### src/rtl/sdm_pkg.sv
// Shared constants, FSM state type and saturating arithmetic for the SDM DAC modulator.
package sdm_pkg;

    localparam int unsigned AUDIO_W = 16;
    localparam int          SDM_FS  = 32767;

    typedef enum logic [1:0] {
        ST_IDLE     = 2'd0,
        ST_RUN      = 2'd1,
        ST_UNDERRUN = 2'd2
    } sdm_state_e;

    // a + b clamped to the signed range of a w-bit register (w <= 31)
    function automatic logic signed [31:0] sat_add(input logic signed [31:0] a,
                                                   input logic signed [31:0] b,
                                                   input int unsigned        w);
        logic signed [32:0] s;
        logic signed [32:0] hi;
        logic signed [32:0] lo;
        s  = 33'(a) + 33'(b);
        hi = (33'sd1 <<< (w - 1)) - 33'sd1;
        lo = -hi - 33'sd1;
        if (s > hi) begin
            return 32'(hi);
        end else if (s < lo) begin
            return 32'(lo);
        end
        return 32'(s);
    endfunction

endpackage

### src/rtl/sdm_dac_core.sv
// Second-order sigma-delta loop: two saturating integrators and a 1-bit quantiser,
// advanced once per ce.
module sdm_dac_core
    import sdm_pkg::*;
#(
    parameter int unsigned INT1_W = 20,
    parameter int unsigned INT2_W = 24
) (
    input  logic                      clk,
    input  logic                      rst,
    input  logic                      ce,
    input  logic signed [AUDIO_W-1:0] x,
    output logic                      dout,
    output logic                      valid_out
);

    logic signed [INT1_W-1:0] i1_q, i1_d;
    logic signed [INT2_W-1:0] i2_q, i2_d;
    logic                     dout_q, dout_d;
    logic                     valid_q;
    logic signed [31:0]       fb;
    logic signed [31:0]       i1_sum;
    logic signed [31:0]       i2_sum;

    // i2 integrates the freshly updated i1, giving NTF = (1 - z^-1)^2
    always_comb begin
        fb     = dout_q ? 32'(SDM_FS) : -32'(SDM_FS);
        i1_sum = sat_add(32'(i1_q), 32'(x) - fb, INT1_W);
        i2_sum = sat_add(32'(i2_q), i1_sum - fb, INT2_W);
        i1_d   = INT1_W'(i1_sum);
        i2_d   = INT2_W'(i2_sum);
        dout_d = ~i2_sum[31];
    end

    always_ff @(posedge clk or posedge rst) begin
        if (rst) begin
            i1_q    <= '0;
            i2_q    <= '0;
            dout_q  <= 1'b0;
            valid_q <= 1'b0;
        end else begin
            valid_q <= ce;
            if (ce) begin
                i1_q   <= i1_d;
                i2_q   <= i2_d;
                dout_q <= dout_d;
            end
        end
    end

    assign dout      = dout_q;
    assign valid_out = valid_q;

endmodule

### src/rtl/sdm_dac_mod.sv
// Audio-rate to 1-bit SDM transmit modulator: one-deep input buffer, OSR phase counter,
// IDLE/RUN/UNDERRUN control. Define SDM_DAC_INTERP_EN for linear interpolation (default hold).
module sdm_dac_mod
    import sdm_pkg::*;
#(
    parameter int unsigned OSR    = 64,
    parameter int unsigned INT1_W = 20,
    parameter int unsigned INT2_W = 24
) (
    input  logic               clk,
    input  logic               rst,
    input  logic               ce,
    input  logic               din_valid,
    input  logic [AUDIO_W-1:0] din,
    output logic               din_ready,
    output logic               dout,
    output logic               valid_out,
    output logic               underrun
);

    localparam int unsigned PH_W = $clog2(OSR);

    logic [PH_W-1:0]           phase_q, phase_d;
    sdm_state_e                state_q, state_d;
    logic                      buf_empty_q, buf_empty_d;
    logic signed [AUDIO_W-1:0] buf_q, buf_d;
    logic signed [AUDIO_W-1:0] cur_q, cur_d;
    logic                      underrun_q, underrun_d;
    logic signed [AUDIO_W-1:0] din_s;
    logic signed [AUDIO_W-1:0] mod_x;
    logic                      bnd;
    logic                      xfer;
    logic                      load;

    // A boundary only sees the buffer as registered, so a same-cycle transfer waits a period
    always_comb begin
        phase_d     = phase_q;
        state_d     = state_q;
        buf_d       = buf_q;
        buf_empty_d = buf_empty_q;
        cur_d       = cur_q;
        underrun_d  = 1'b0;
        bnd         = ce && (phase_q == PH_W'(OSR - 1));
        xfer        = din_valid && buf_empty_q;
        load        = bnd && !buf_empty_q;
        din_s       = (din == {1'b1, (AUDIO_W - 1)'(0)}) ? AUDIO_W'(-SDM_FS) : din;

        if (ce) begin
            phase_d = bnd ? '0 : phase_q + PH_W'(1);
        end

        if (load) begin
            cur_d       = buf_q;
            buf_empty_d = 1'b1;
        end else if (xfer) begin
            buf_d       = din_s;
            buf_empty_d = 1'b0;
        end

        case (state_q)
            ST_IDLE: begin
                if (load) state_d = ST_RUN;
            end
            ST_RUN: begin
                if (bnd && buf_empty_q) begin
                    state_d    = ST_UNDERRUN;
                    underrun_d = 1'b1;
                end
            end
            ST_UNDERRUN: begin
                if (load) state_d = ST_RUN;
            end
            default: state_d = ST_IDLE;
        endcase
    end

    always_ff @(posedge clk or posedge rst) begin
        if (rst) begin
            phase_q     <= '0;
            state_q     <= ST_IDLE;
            buf_empty_q <= 1'b1;
            buf_q       <= '0;
            cur_q       <= '0;
            underrun_q  <= 1'b0;
        end else begin
            phase_q     <= phase_d;
            state_q     <= state_d;
            buf_empty_q <= buf_empty_d;
            buf_q       <= buf_d;
            cur_q       <= cur_d;
            underrun_q  <= underrun_d;
        end
    end

`ifdef SDM_DAC_INTERP_EN
    localparam int unsigned ACC_W = AUDIO_W + PH_W;

    logic signed [ACC_W-1:0]   acc_q, acc_d;
    logic signed [ACC_W-1:0]   step_q, step_d;
    logic signed [AUDIO_W:0]   diff;

    // Ramp starts one step above the old target; the last tick lands exactly on the new one
    always_comb begin
        acc_d  = acc_q;
        step_d = step_q;
        diff   = (AUDIO_W + 1)'(buf_q) - (AUDIO_W + 1)'(cur_q);
        if (bnd) begin
            step_d = load ? ACC_W'(diff >>> PH_W) : '0;
            acc_d  = ACC_W'(cur_q) + step_d;
        end else if (ce) begin
            if (phase_q == PH_W'(OSR - 2)) begin
                acc_d = ACC_W'(cur_q);
            end else begin
                acc_d = acc_q + step_q;
            end
        end
    end

    always_ff @(posedge clk or posedge rst) begin
        if (rst) begin
            acc_q  <= '0;
            step_q <= '0;
        end else begin
            acc_q  <= acc_d;
            step_q <= step_d;
        end
    end

    assign mod_x = AUDIO_W'(acc_q);
`else
    assign mod_x = cur_q;
`endif

    sdm_dac_core #(
        .INT1_W (INT1_W),
        .INT2_W (INT2_W)
    ) u_core (
        .clk       (clk),
        .rst       (rst),
        .ce        (ce),
        .x         (mod_x),
        .dout      (dout),
        .valid_out (valid_out)
    );

    assign din_ready = buf_empty_q;
    assign underrun  = underrun_q;

endmodule

### config.mk
export PLATFORM = sky130hd
export DESIGN_NAME = sdm_dac_mod
export DESIGN_NICKNAME = d
export VERILOG_FILES = /design/src/rtl/sdm_pkg.sv /design/src/rtl/sdm_dac_core.sv /design/src/rtl/sdm_dac_mod.sv
export SDC_FILE = /design/constraint.sdc
export NUM_CORES = 1
export LEC_CHECK = 0
export BUFFER_PORTS_ARGS = -buffer_cell sky130_fd_sc_hd__buf_2
export CAP_MARGIN = 20
export CORE_ASPECT_RATIO = 1.75
export CORE_MARGIN = 2
export CORE_UTILIZATION = 55
export CTS_BUF_LIST = sky130_fd_sc_hd__clkbuf_16
export DETAILED_ROUTE_END_ITERATION = 6
export GPL_TIMING_DRIVEN = 0
export PLACE_DENSITY = 0.72
export SYNTH_ARGS = -nofsm -noshare
export SYNTH_HDL_FRONTEND = slang
export SYNTH_HIERARCHICAL = 1
export SYNTH_SLANG_ARGS = --single-unit
### constraint.sdc
create_clock -name clk -period 31.7 [get_ports clk]
set_clock_uncertainty 0.2 [all_clocks]
set_input_delay 4.755 -clock clk [delete_from_list [all_inputs] [get_ports clk]]
set_output_delay 4.755 -clock clk [all_outputs]
set_load 0.02 [all_outputs]
# Yosys cells after proc, flatten, opt, wreduce, memory -nomap -nowiden
# Cells that the tools add are included.
word_totals:
  register_bits: 88
  in_bits: 20
  output_inout_bits: 4
  wordCells: 57
op_classes:
  addsub: 5
  magnitude_cmp: 4
  n_eq_ne: 6
  mux: 20
  bitwise_logic: 2
  reduce_logical: 10
op_table:
  columns: ["operator", "count"]
  rows:
  - ["$mux W32", 7]
  - ["$add A20 B32 Y33", 1]
  - ["$add A24 B32 Y33", 1]
  - ["$gt A33 B20 Y1 const B", 1]
  - ["$gt A33 B24 Y1 const B", 1]
  - ["$lt A33 B20 Y1 const B", 1]
  - ["$lt A33 B24 Y1 const B", 1]
  - ["$sub A16 B32 Y32", 1]
  - ["$sub A32 B32 Y32", 1]
  - ["$eq A16 B16 Y1 const B", 1]
  - ["$mux W16", 1]
  - ["$mux W1", 8]
  - ["$add A6 B1 Y6 const B", 1]
  - ["$eq A6 B6 Y1 const B", 1]
  - ["$mux W6", 1]
  - ["$logic_and A1 B1 Y1", 4]
  - ["$mux W2", 2]
  - ["$pmux W2 S2", 1]
  - ["$reduce_and A2 Y1", 2]
  - ["$eq A2 B1 Y1 const B", 1]
  - ["$eq A2 B2 Y1 const B", 1]
  - ["$logic_not A2 Y1", 1]
  - ["$ne A2 B1 Y1 const B", 1]
  - ["$ne A2 B2 Y1 const B", 1]
  - ["4 further kinds", 5]

# Logic depth before layout (Yosys ltp)
# Gate-level depths: netlist (run 1).
depth:
  depth_word: 14
  ltp_mapped: 62
  depth_no_buf: 59

# Modules after synthesis
# Netlist (run 1), hierarchy kept.
by_module_without_submodules:
  columns: ["mod", "n_inst", "cells_each", "area_each_um2"]
  rows:
  - ["sdm_dac_core", 1, 953, 7694.9]
  - ["sdm_dac_mod", 1, 116, 1741.7]

# Worst setup path after synthesis (run 1)
# Ideal clock, no wire load.
synth_timing:
  path_kind: "register to register"
  from: "register u_core.dout_q, in the netlist u_core/dout"
  to: "register u_core.i2_q[0]"
  setup_time_ns: 0.066
  arrival_ns: 12.207
  required_time_ns: 31.434
  path_slack_ns: 19.226
  stages_incl_launch_ff: 58
  n_path_buf: 3
  synth_period_minus_slack_ns: 12.474
  cell_sequence: "dfrtp_1 -> inv_1 -> ha_1 -> a21o_1 -> a21oi_1 -> o21bai_1 -> a21oi_1 -> o21bai_1 -> a21oi_1 -> o21bai_1 -> a21oi_1 -> o21bai_1 -> a21oi_1 -> nor2b_1 -> o21a_1 -> o21a_1 -> o21a_1 -> or2_2 -> [... 22 more ...] -> nor2b_1 -> nor2_1 -> xnor2_1 -> ha_1 -> and4_1 -> a221o_1 -> a21o_1 -> a2111oi_4 -> o31ai_2 -> o21ai_1 -> a21oi_1 -> o21a_1 -> or2_1 -> nor4_1 -> nand2_1 -> o41ai_4 -> buf_6 -> a221o_1"
synth_via:
  elab_chain_cells: 13
  elab_cells_between_ends: 17
  cone_classes: "4 x add/sub; 4 x order compare; 9 x mux"
synth_rtl:
  columns: ["item", "line_no", "source"]
  rows:
  - ["from (decl)", "sdm_dac_core.sv:19", "logic dout_q, dout_d;"]
  - ["from (signal assigned)", "sdm_dac_core.sv:46", "dout_q <= dout_d;"]
  - ["$mux W32 *", "sdm_dac_core.sv:27", "fb = dout_q ? 32'(SDM_FS) : -32'(SDM_FS);"]
  - ["$sub A16 B32 Y32 *", "sdm_dac_core.sv:28", "i1_sum = sat_add(32'(i1_q), 32'(x) - fb, INT1_W);"]
  - ["$add A20 B32 Y33 *", "sdm_pkg.sv:20", "s = 33'(a) + 33'(b);"]
  - ["$lt A33 B20 Y1", "sdm_pkg.sv:25", "end else if (s < lo) begin"]
  - ["$mux W1", "sdm_pkg.sv:25", null]
  - ["$mux W1", "sdm_pkg.sv:23", "if (s > hi) begin"]
  - ["$mux W32 *", "sdm_pkg.sv:28", "return 32'(s);"]
  - ["named net u_core.i1_sum[2]", "sdm_dac_core.sv:22", "logic signed [31:0] i1_sum;"]
  - ["$sub A32 B32 Y32 *", "sdm_dac_core.sv:29", "i2_sum = sat_add(32'(i2_q), i1_sum - fb, INT2_W);"]
  - ["$add A24 B32 Y33 *", "sdm_pkg.sv:20", null]
  - ["$lt A33 B24 Y1", "sdm_pkg.sv:25", null]
  - ["$mux W1", "sdm_pkg.sv:25", null]
  - ["$mux W1", "sdm_pkg.sv:23", null]
  - ["$mux W32 *", "sdm_pkg.sv:28", null]
  - ["to (signal assigned)", "sdm_dac_core.sv:45", "i2_q <= i2_d;"]
  - ["to (decl)", "sdm_dac_core.sv:18", "logic signed [INT2_W-1:0] i2_q, i2_d;"]
# Mark *: on every way through the listed nets, which the timed path passes. The rest lies on a longest branch.
# A chain may end at the register's enable or synchronous reset.

# Final worst setup path (run 1)
layout_timing:
  from: "register u_core.dout_q, in the netlist u_core/dout"
  to: "register u_core.i2_q[12]"
# The elaborated chain is that of the path after synthesis.

==> reports/metrics.yaml, run 1 <==
critical_path:
  rrSetupSlack_ns: 16.74
  cp_num_cells: 62
  max_stage_delay_ns: 0.86
  path_delay_family: "compound AO/OA/AOI/OAI gates"
  r2r_cells: 62
  cp-start-kind: "register"
  crit_top_cell: "a21oi_1"
  slowest_stage: "dfrtp_1"
  cp.arrival_ns: 15.05
  path_max_fanout: 20
  crit_type: "register to register"
  worstPathRequired_ns: 31.78
  worstReg2RegStart: "u_core/dout"
  cp_num_buf_inv: 6
  crit_path_end_kind: "register"
  timing.rr.end: "u_core/i2_q[12]"
min_path:
  worstHoldStart: "buf_q[10]"
  hold_depth: 1
  hold_end: "cur_q[10]"
  hold_path.class: "register to register"
layout:
  multiInputGateArea_sq_um: 6850
  seqCellArea_sq_um: 2200
  drive_gt1_share_pct: 11.6
  antenna_cells: 0
  finish.utilization_pct: 60.4
  fillers: 1568
  layout.nets: 1241
  syn_to_final_growth_pct: 7.98
detailed_routing:
  routed_wirelength_microns: 22000
  firstDrtPassIters: 5
  viasPerCell: 6.01
  wl_per_cell_microns: 16.4
  drc: 0
  vias: 8032
  drt-initial-drc-count: 329
  ant_nets: 0
cts:
  clkLatencyLatePin_ns: 0.35
  cts_hold_buffers: 0
  cts.sinks: 88
  cts_made_buffers: 9
  cts_buffer_depth: 2
  postCtsSetupRepairBufs: 0
  cts_tree: "built"
  clock-root-buffer: "clkbuf_16"
  cts.repair.resized: 0
  h-tree-depth: 3
  clk_pin_slew_ns: 0.07
global_route:
  antenna_found_initial: 0
  grt_usage_pct: 25.2
  grt_pass1_vias: 8015
  grt_overflow: 0
  grt_start_max_net_pins: 43
  grt_pass1_wl_microns: 36900
yosys:
  synth_warnings: 6
  ys_ff_latch: 88
  synth_most_common_cell: "ha_1"
  netlist_area_sq_um: 9440
  async_flop_share_pct: 100
  synth_top_area_share_pct: 23.1
  synth_commonest_cells: "ha_1 (111), a21oi_1 (100), dfrtp_1 (87), xnor2_1 (68), nor2_1 (67)"
  syn_inst: 1069
  synth_cell_types: 84
  synth_edf_count: 0
  syn_nets: 1205
  yosysSeqAreaShare_pct: 23.3
  synth_area_leaders: "dfrtp_1 (23%), ha_1 (15%), xnor2_1 (6.3%), a21oi_1 (5.3%), mux2_2 (5.1%)"
  ys.flop_type: "dfrtp_1"
  avgSynthCellArea_sq_um: 8.83
  synth_top_area_cell: "dfrtp_1"
timing:
  final_hold_viol_count: 0
  layout_worst_path_cycle_share_pct: 47.2
  rsz0062_at_grt: "no"
  maxSlewHeadroom_pct: 44.0
  clock.fmax_mhz: 66.8
  maxSlewViolCount: 0
  tns_ns: 0
  period_minus_slack_ns: 14.96
  worst_pin_slew_ns: 0.839
  setup_viol: 0
floorplan:
  design.portCount: 24
  die_width_microns: 103
  core.rowCount: 63
  dieArea_sq_um: 18300
  start_util_pct: 55.9
  core_area_sq_um: 16900
  die_h_microns: 177
place:
  dp_hpwl_microns: 17800
  routabilityCongestion: 0.943
  port_buffers: 23
flow_run:
  maxCapViolCount: 0
run_status:
  status: "finished clean"
-- metrics by stage --
step / setup slack (ns) / hold WS (ns) / cell area, sq um / instances
CTS: 16.72 / 0.304 / 10200 / 1337
floorplan: 19.23 / 0.257 / 9440 / 1069
detailed placement: 16.75 / 0.288 / 9880 / 1321
finish: 16.74 / 0.303 / 10200 / 1337
global route: 15.58 / 0.326 / 10200 / 1337
global placement: 16.76 / 0.283 / 9840 / 1319
-- cell families (layout without fill, tap and decap cells) --
logic type | count (synthesis) | in the layout | synth area share [%]
AOI/OAI and AO/OA | 362 | 362 | 26.6
adders and majority gates | 116 | 116 | 15.8
muxes | 55 | 55 | 6.83
and+or+nand+nor | 264 | 264 | 14.5
buffers and inverters | 89 | 130 | 4.10
xor gates and xnor gates | 95 | 95 | 8.90
DFF | 88 | 88 | 23.3
-- sequential cells by signal, summed over array words and instances (netlist names) --
name,cells
u_core/dout,1
u_core/i1_q,20
u_core/i2_q,24
underrun,1
state_q,2
cur_q,16
din_ready,1
u_core/valid_out,1
phase_q,6
buf_q,16
-- cell type report --
cell class / count / share of cell area [%]
clock inverter: 7 / 0.798
inverter: 57 / 2.10
tap: 227 / 2.79
buffer: 32 / 1.69
multi-input combinational: 892 / 67.2
sequential: 88 / 21.6
clock buffer: 9 / 2.21
timing repair buffer: 25 / 1.60
-- per-layer routing --
layer | share of wire, % | track usage (%)
met5 | 0 | 0
met4 | 4.3 | 10.4
met2 | 54 | 48.1
met1 | 39 | 27.4
met3 | 2.0 | 2.29
-- cells in the final DEF, fill, tap and decap left out, types with 8 or more instances in the layout --
cell and instances:
a211oi_1 9, a21o_1 48, a21oi_1 100, a221o_1 26, a31oi_1 10, and2_1 13
and3_1 9, buf_2 31, clkbuf_1 20, clkbuf_16 9, dfrtp_1 87, ha_1 111
inv_1 55, mux2_2 43, mux2_4 8, nand2_1 56, nand2b_1 15, nand3_1 18
nand4_1 20, nor2_1 67, nor2b_1 21, nor3_1 15, o21a_1 27, o21ai_0 48
o21ai_1 10, o21bai_1 13, o31ai_1 21, xnor2_1 68, xor2_1 26
-- worst max path at each step --
| stage | from | endpoint |
|---|---|---|
| after floorplan | u_core/dout | u_core/i2_q[0] |
| after global placement | u_core/dout | u_core/i2_q[11] |
| after detailed placement | u_core/dout | u_core/i2_q[14] |
| after CTS | u_core/dout | u_core/i2_q[13] |
| after global routing | u_core/dout | u_core/i2_q[11] |
| final | u_core/dout | u_core/i2_q[12] |
-- worst reg2reg max path: cells and delay by family, from the launching register on --
| kind | cells | cell delay, ns |
|---|---|---|
| buffers and inverters | 6 | 2.11 |
| XOR/XNOR | 1 | 0.18 |
| AND/OR/NAND/NOR | 8 | 1.24 |
| adder cells (fa/ha/maj) | 5 | 1.57 |
| AO/OA/AOI/OAI | 42 | 8.76 |
| flip-flops | 1 | 0.86 |
Power of run 1 is not shown: default switching activity piles up to over one toggle a cycle in this logic, so the estimate is an artifact.
==> run 2: changes to the inputs <==
- ABC_AREA: default -> 1
- PLACE_DENSITY: 0.72 -> 0.71
- clock period: 31.7 -> 14.3 ns (I/O delays scaled with it)
==> run 2 against run 1 <==
Against the previous run: maximum frequency is 19% higher; cell area is 14% higher; cell count is 49% higher; area after synthesis grew 15%; global-route usage rose by 3.8 points; sequential share of layout area down 2.6 points; die area grew 14%; register-to-register slack got worse by 15 ns.
==> reports/metrics.yaml, run 2 <==
run_status:
  status: "finished clean"
layout:
  final_cell_mix: "nand2_1 (497), inv_1 (287), nor2_1 (124)"
  antenna_cells: 0  # unchanged
  top_register: "u_core/i2_q"
  syn_to_final_growth_pct: 7.05
  top_regs: "u_core/i2_q x24, u_core/i1_q x20"
  finish.utilization_pct: 59.3  # -1.1 points
  largest_reg_flops: 24  # unchanged
  multiInputGateArea_sq_um: 7390  # +7.9%
  drive_gt1_share_pct: 8.41  # -3.2 points
  layout.nets: 1878  # +51%
  layout_commonest_cell: "nand2_1"
  seqCellArea_sq_um: 2200  # unchanged
  fillers: 2013  # +28%
yosys:
  ys.flop_type: "dfrtp_1"
  synth_mux_area_share_pct: 0  # -6.8 points
  synth_top_area_share_pct: 20.1  # -3.0 points
  synth_cell_types: 55  # -35%
  ys_ff_latch: 88  # unchanged
  synth_commonest_cells: "nand2_1 (497), inv_1 (288), nor2_1 (124), ha_1 (111), a21oi_1 (105)"
  synth-compound-area-share_pct: 15.4  # -11 points
  synth-simple-area-share_pct: 32.1  # +18 points
  syn_inst: 1706  # +60%
  avgSynthCellArea_sq_um: 6.36  # -28%
  synth_fa_ha_area_share_pct: 13.7  # -2.1 points
  netlist_area_sq_um: 10800  # +15%
  synth_most_common_cell: "nand2_1"
  syn_nets: 1842  # +53%
  synth_warnings: 6  # unchanged
  synth_top_family_by_area: "simple AND/OR/NAND/NOR gates"
  synth-xor-area-share_pct: 6.93  # -2.0 points
  synth_top_area_cell: "dfrtp_1"
  async_flop_share_pct: 100  # unchanged
  synth_edf_count: 0  # unchanged
  yosysSeqAreaShare_pct: 20.3  # -3.0 points
  synth_area_leaders: "dfrtp_1 (20%), nand2_1 (17%), ha_1 (13%), inv_1 (10%), a21oi_1 (4.8%)"
floorplan:
  design.portCount: 24  # unchanged
  die_width_microns: 110  # +6.9%
  core.rowCount: 68  # +7.9%
  die_h_microns: 190  # +7.1%
  dieArea_sq_um: 20900  # +14%
  core_area_sq_um: 19600  # +16%
  start_util_pct: 55.4  # -0.51 points
global_route:
  antenna_found_initial: 0  # unchanged
  grt_start_max_net_pins: 43  # unchanged
  grt_usage_pct: 29.0  # +3.8 points
  grt_overflow: 0  # unchanged
  grt_pass1_wl_microns: 47700  # +29%
  grt_pass1_vias: 10700  # +33%
place:
  routabilityCongestion: 0.944  # +0.19%
  post-place-ws_ns: 1.80  # -14.94 ns
  dp_hpwl_microns: 24600  # +38%
  port_buffers: 23  # unchanged
timing:
  layout_worst_path_cycle_share_pct: 88.3  # +41 points
  tns_ns: 0  # unchanged
  rsz0062_at_grt: "no"
  maxSlewHeadroom_pct: 43.8  # -0.20 points
  maxSlewViolCount: 0  # unchanged
  period_minus_slack_ns: 12.62  # -2.34 ns
  worst_pin_slew_ns: 0.842  # +0.00305 ns
  setup_viol: 0  # unchanged
  timing.hold.ws_ns: 0.282  # -0.0208 ns
  final_hold_viol_count: 0  # unchanged
  clock.fmax_mhz: 79.2  # +19%
  fin_ws_ns: 1.68  # -15.06 ns
detailed_routing:
  routed_wirelength_microns: 28800  # +31%
  firstDrtPassIters: 4  # -1
  vias: 10600  # +32%
  wl_per_cell_microns: 14.5  # -12%
  ant_nets: 0  # unchanged
  drc: 0  # unchanged
  viasPerCell: 5.31  # -12%
  drt-initial-drc-count: 354  # +7.6%
cts:
  clock-root-buffer: "clkbuf_16"
  cts_tree: "built"
  cts.sinks: 88  # unchanged
  cts_hold_buffers: 0  # unchanged
  postCtsSetupRepairBufs: 0  # unchanged
  cts_buffer_depth: 2  # unchanged
  cts.repair.resized: 0  # unchanged
  cts_made_buffers: 9  # unchanged
  h-tree-depth: 3  # unchanged
  clkLatencyLatePin_ns: 0.35  # about the same
  clk_pin_slew_ns: 0.07  # about the same
critical_path:
  crit_type: "register to register"
  max_stage_delay_ns: 0.88  # +0.02 ns
  slowest_stage: "dfrtp_1"
  worstPathRequired_ns: 14.39  # -17.39 ns
  cp.arrival_ns: 12.71  # -2.34 ns
  crit_top_cell: "nand2_1"
  crit_path_end_kind: "register"
  path_max_fanout: 20  # unchanged
  cp-start-kind: "register"
min_path:
  hold_path.class: "register to register"
flow_run:
  maxCapViolCount: 0  # unchanged
run 2: cell type report:
| class | count | area share (%) |
|---|---|---|
| clock inverters | 7 | 0.603 |
| plain buffers | 26 | 1.30 |
| clock buffers | 9 | 1.94 |
| multi-input cells | 1297 | 63.6 |
| well taps | 245 | 2.64 |
| flip-flops and latches | 88 | 19.0 |
| repair buffers | 25 | 1.40 |
| inverters | 295 | 9.54 |
run 2: layer usage:
metal | up-vias | track usage [%] | routed length [microns]
met3 | 99 | 2.95 | 560
met5 | - | 0 | 0
met1 | 4773 | 27.3 | 10400
li1 | 5522 | - | -
met2 | 181 | 56.5 | 15700
met4 | 0 | 19.0 | 2170
run 2: logic make-up (layout without fill, tap and decap cells):
family                   after synthesis  count (layout)
AND/OR/NAND/NOR                      811             811
buffers and inverters                321             362
AO/OA/AOI/OAI                        285             285
adder cells (fa/ha/maj)              116             116
flip-flops                            88              88
XOR/XNOR                              85              85
run 2: through the flow:
| stage | area, sq um | instances |
|---|---|---|
| detailed placement | 11300 | 1976 |
| finish | 11600 | 1992 |
| global route | 11600 | 1992 |
| global placement | 11300 | 1974 |
| CTS | 11600 | 1992 |
| floorplan | 10800 | 1706 |
run 2: final timing paths:
kind	start	cells after the start	to	slack, ns
min in group asynchronous	rst	2	u_core/valid_out	1.55
hold reg to reg	cur_q[8]	2	cur_q[8]	0.28
setup reg to reg	u_core/dout	64	u_core/i2_q[0]	1.68
max in group asynchronous	rst	2	buf_q[15]	11.58
setup / recovery	u_core/dout	64	u_core/i2_q[0]	1.68
hold / removal	cur_q[8]	2	cur_q[8]	0.28
run 2: critical path: cells and delay by family, from the launching register on:
| family | cells | cell delay [ns] |
|---|---|---|
| XOR/XNOR | 2 | 0.40 |
| adder cells (fa/ha/maj) | 5 | 1.87 |
| AO/OA/AOI/OAI | 14 | 3.37 |
| AND/OR/NAND/NOR | 36 | 4.08 |
| flip-flops | 1 | 0.88 |
| buffers and inverters | 7 | 1.73 |
Power of run 2 is left out for the same reason.
==> run 3: changes to the inputs <==
- CORE_ASPECT_RATIO: 1.75 -> 1.5
==> run 3 against run 2 <==
Against the previous run: clock-buffer cell count unchanged; utilization increased by 1.1 points; sequential share of layout area about the same; critical endpoint is now u_core/i2_q[4]; highest routed layer unchanged.
==> reports/metrics.yaml, run 3 (synthesis gave the netlist of run 2 again) <==
cts:
  clock-root-buffer: "clkbuf_16"
  clkLatencyLatePin_ns: 0.36  # about the same
  cts.sinks: 88  # unchanged
  cts_tree: "built"
  cts_hold_buffers: 0  # unchanged
  cts_made_buffers: 9  # unchanged
  h-tree-depth: 3  # unchanged
  postCtsSetupRepairBufs: 0  # unchanged
  cts_buffer_depth: 2  # unchanged
  clk_pin_slew_ns: 0.07  # about the same
  cts.repair.resized: 0  # unchanged
floorplan:
  core_area_sq_um: 19200  # -1.7%
  dieArea_sq_um: 20900  # about the same
  core.rowCount: 62  # -8.8%
  start_util_pct: 56.4  # +0.95 points
  die_h_microns: 176  # -7.3%
  design.portCount: 24  # unchanged
  die_width_microns: 119  # +7.7%
timing:
  rsz0062_at_grt: "no"
  layout_worst_path_cycle_share_pct: 87.4  # -0.90 points
  period_minus_slack_ns: 12.49  # -0.129 ns
  maxSlewViolCount: 0  # unchanged
  tns_ns: 0  # unchanged
  maxSlewHeadroom_pct: 43.2  # -0.59 points
  worst_pin_slew_ns: 0.851  # +0.00879 ns
  clock.fmax_mhz: 80.1  # +1.0%
  setup_viol: 0  # unchanged
  timing.hold.ws_ns: 0.285  # +0.00263 ns
  final_hold_viol_count: 0  # unchanged
global_route:
  grt_pass1_vias: 10700  # +0.23%
  grt_usage_pct: 28.6  # -0.45 points
  grt_pass1_wl_microns: 48700  # +2.2%
  grt_overflow: 0  # unchanged
  antenna_found_initial: 0  # unchanged
  grt_start_max_net_pins: 43  # unchanged
layout:
  layout_commonest_cell: "nand2_1"
  final_cell_mix: "nand2_1 (497), inv_1 (287), nor2_1 (124)"
  layout.nets: 1878  # unchanged
  multiInputGateArea_sq_um: 7390  # unchanged
  syn_to_final_growth_pct: 7.25
  top_regs: "u_core/i2_q x24, u_core/i1_q x20"
  top_register: "u_core/i2_q"
  fillers: 2014  # +0.050%
  antenna_cells: 0  # unchanged
  seqCellArea_sq_um: 2200  # unchanged
  largest_reg_flops: 24  # unchanged
  drive_gt1_share_pct: 8.47  # +0.057 points
min_path:
  hold_depth: 2  # unchanged
  hold_path.class: "register to register"
run_status:
  status: "finished clean"
critical_path:
  crit_type: "register to register"
  cp.arrival_ns: 12.58  # -0.13 ns
  crit_top_cell: "nand2_1"
  crit_path_end_kind: "register"
  max_stage_delay_ns: 0.86  # -0.02 ns
  path_max_fanout: 20  # unchanged
  worstPathRequired_ns: 14.39  # about the same
  cp-start-kind: "register"
  slowest_stage: "dfrtp_1"
  r2r_cells: 66  # +3.1%
place:
  routabilityCongestion: 0.935  # -0.98%
  port_buffers: 23  # unchanged
  dp_hpwl_microns: 24300  # -1.1%
detailed_routing:
  ant_nets: 0  # unchanged
  routed_wirelength_microns: 28800  # about the same
  vias: 10600  # +0.19%
  drt-initial-drc-count: 483  # +36%
  wl_per_cell_microns: 14.4  # -0.53%
  drc: 0  # unchanged
  viasPerCell: 5.29  # -0.36%
  firstDrtPassIters: 5  # +1
flow_run:
  maxCapViolCount: 0  # unchanged
[run 3: cell count changes in the layout (fill, tap and decap cells not counted), sizes merged]
cell and delta:
clkinv -1, inv +2, clkinvlp -1
[run 3: worst paths after layout]
kind	start	slack, ns	to
hold / removal	cur_q[4]	0.28	cur_q[4]
min in group asynchronous	rst	1.54	u_core/i2_q[3]
hold reg to reg	cur_q[4]	0.28	cur_q[4]
setup reg to reg	u_core/dout	1.81	u_core/i2_q[4]
max in group asynchronous	rst	11.57	cur_q[13]
setup / recovery	u_core/dout	1.81	u_core/i2_q[4]
[run 3: final cells by class]
type                    instances  share of cell area (%)
multi-input cells            1297                    63.5
flip-flops and latches         88                    18.9
inverters                     295                    9.52
well taps                     256                    2.75
clock buffers                   9                    1.94
repair buffers                 25                    1.40
plain buffers                  26                    1.30
clock inverters                 7                   0.677
[run 3: layer usage]
layer / GRT usage (%) / vias to the layer above / routed length (microns)
met5: 0 / - / 0
met4: 11.6 / 0 / 1140
met3: 3.20 / 60 / 625
met2: 57.8 / 161 / 15900
met1: 29.1 / 4842 / 11200
li1: - / 5532 / -
[run 3: worst max-delay path, delay by kind of cell, from the launching register on]
family | cells | cell delay (ns)
AOI/OAI and AO/OA | 15 | 3.38
xor gates and xnor gates | 1 | 0.21
adders and majority gates | 5 | 1.94
buffers and inverters | 7 | 1.71
DFF | 1 | 0.86
and+or+nand+nor | 38 | 4.07
[run 3: through the flow]
step                util [%]  std cells  setup WS [ns]  instance area [sq um]
detailed placement      58.9       1987           1.93                  11300
CTS                     60.5       2003           1.91                  11600
global placement        58.6       1985           1.89                  11300
floorplan                  -       1706           4.65                  10800
finish                  60.5       2003           1.81                  11600
global route            60.5       2003          0.763                  11600
Power of run 3 is left out for the same reason.
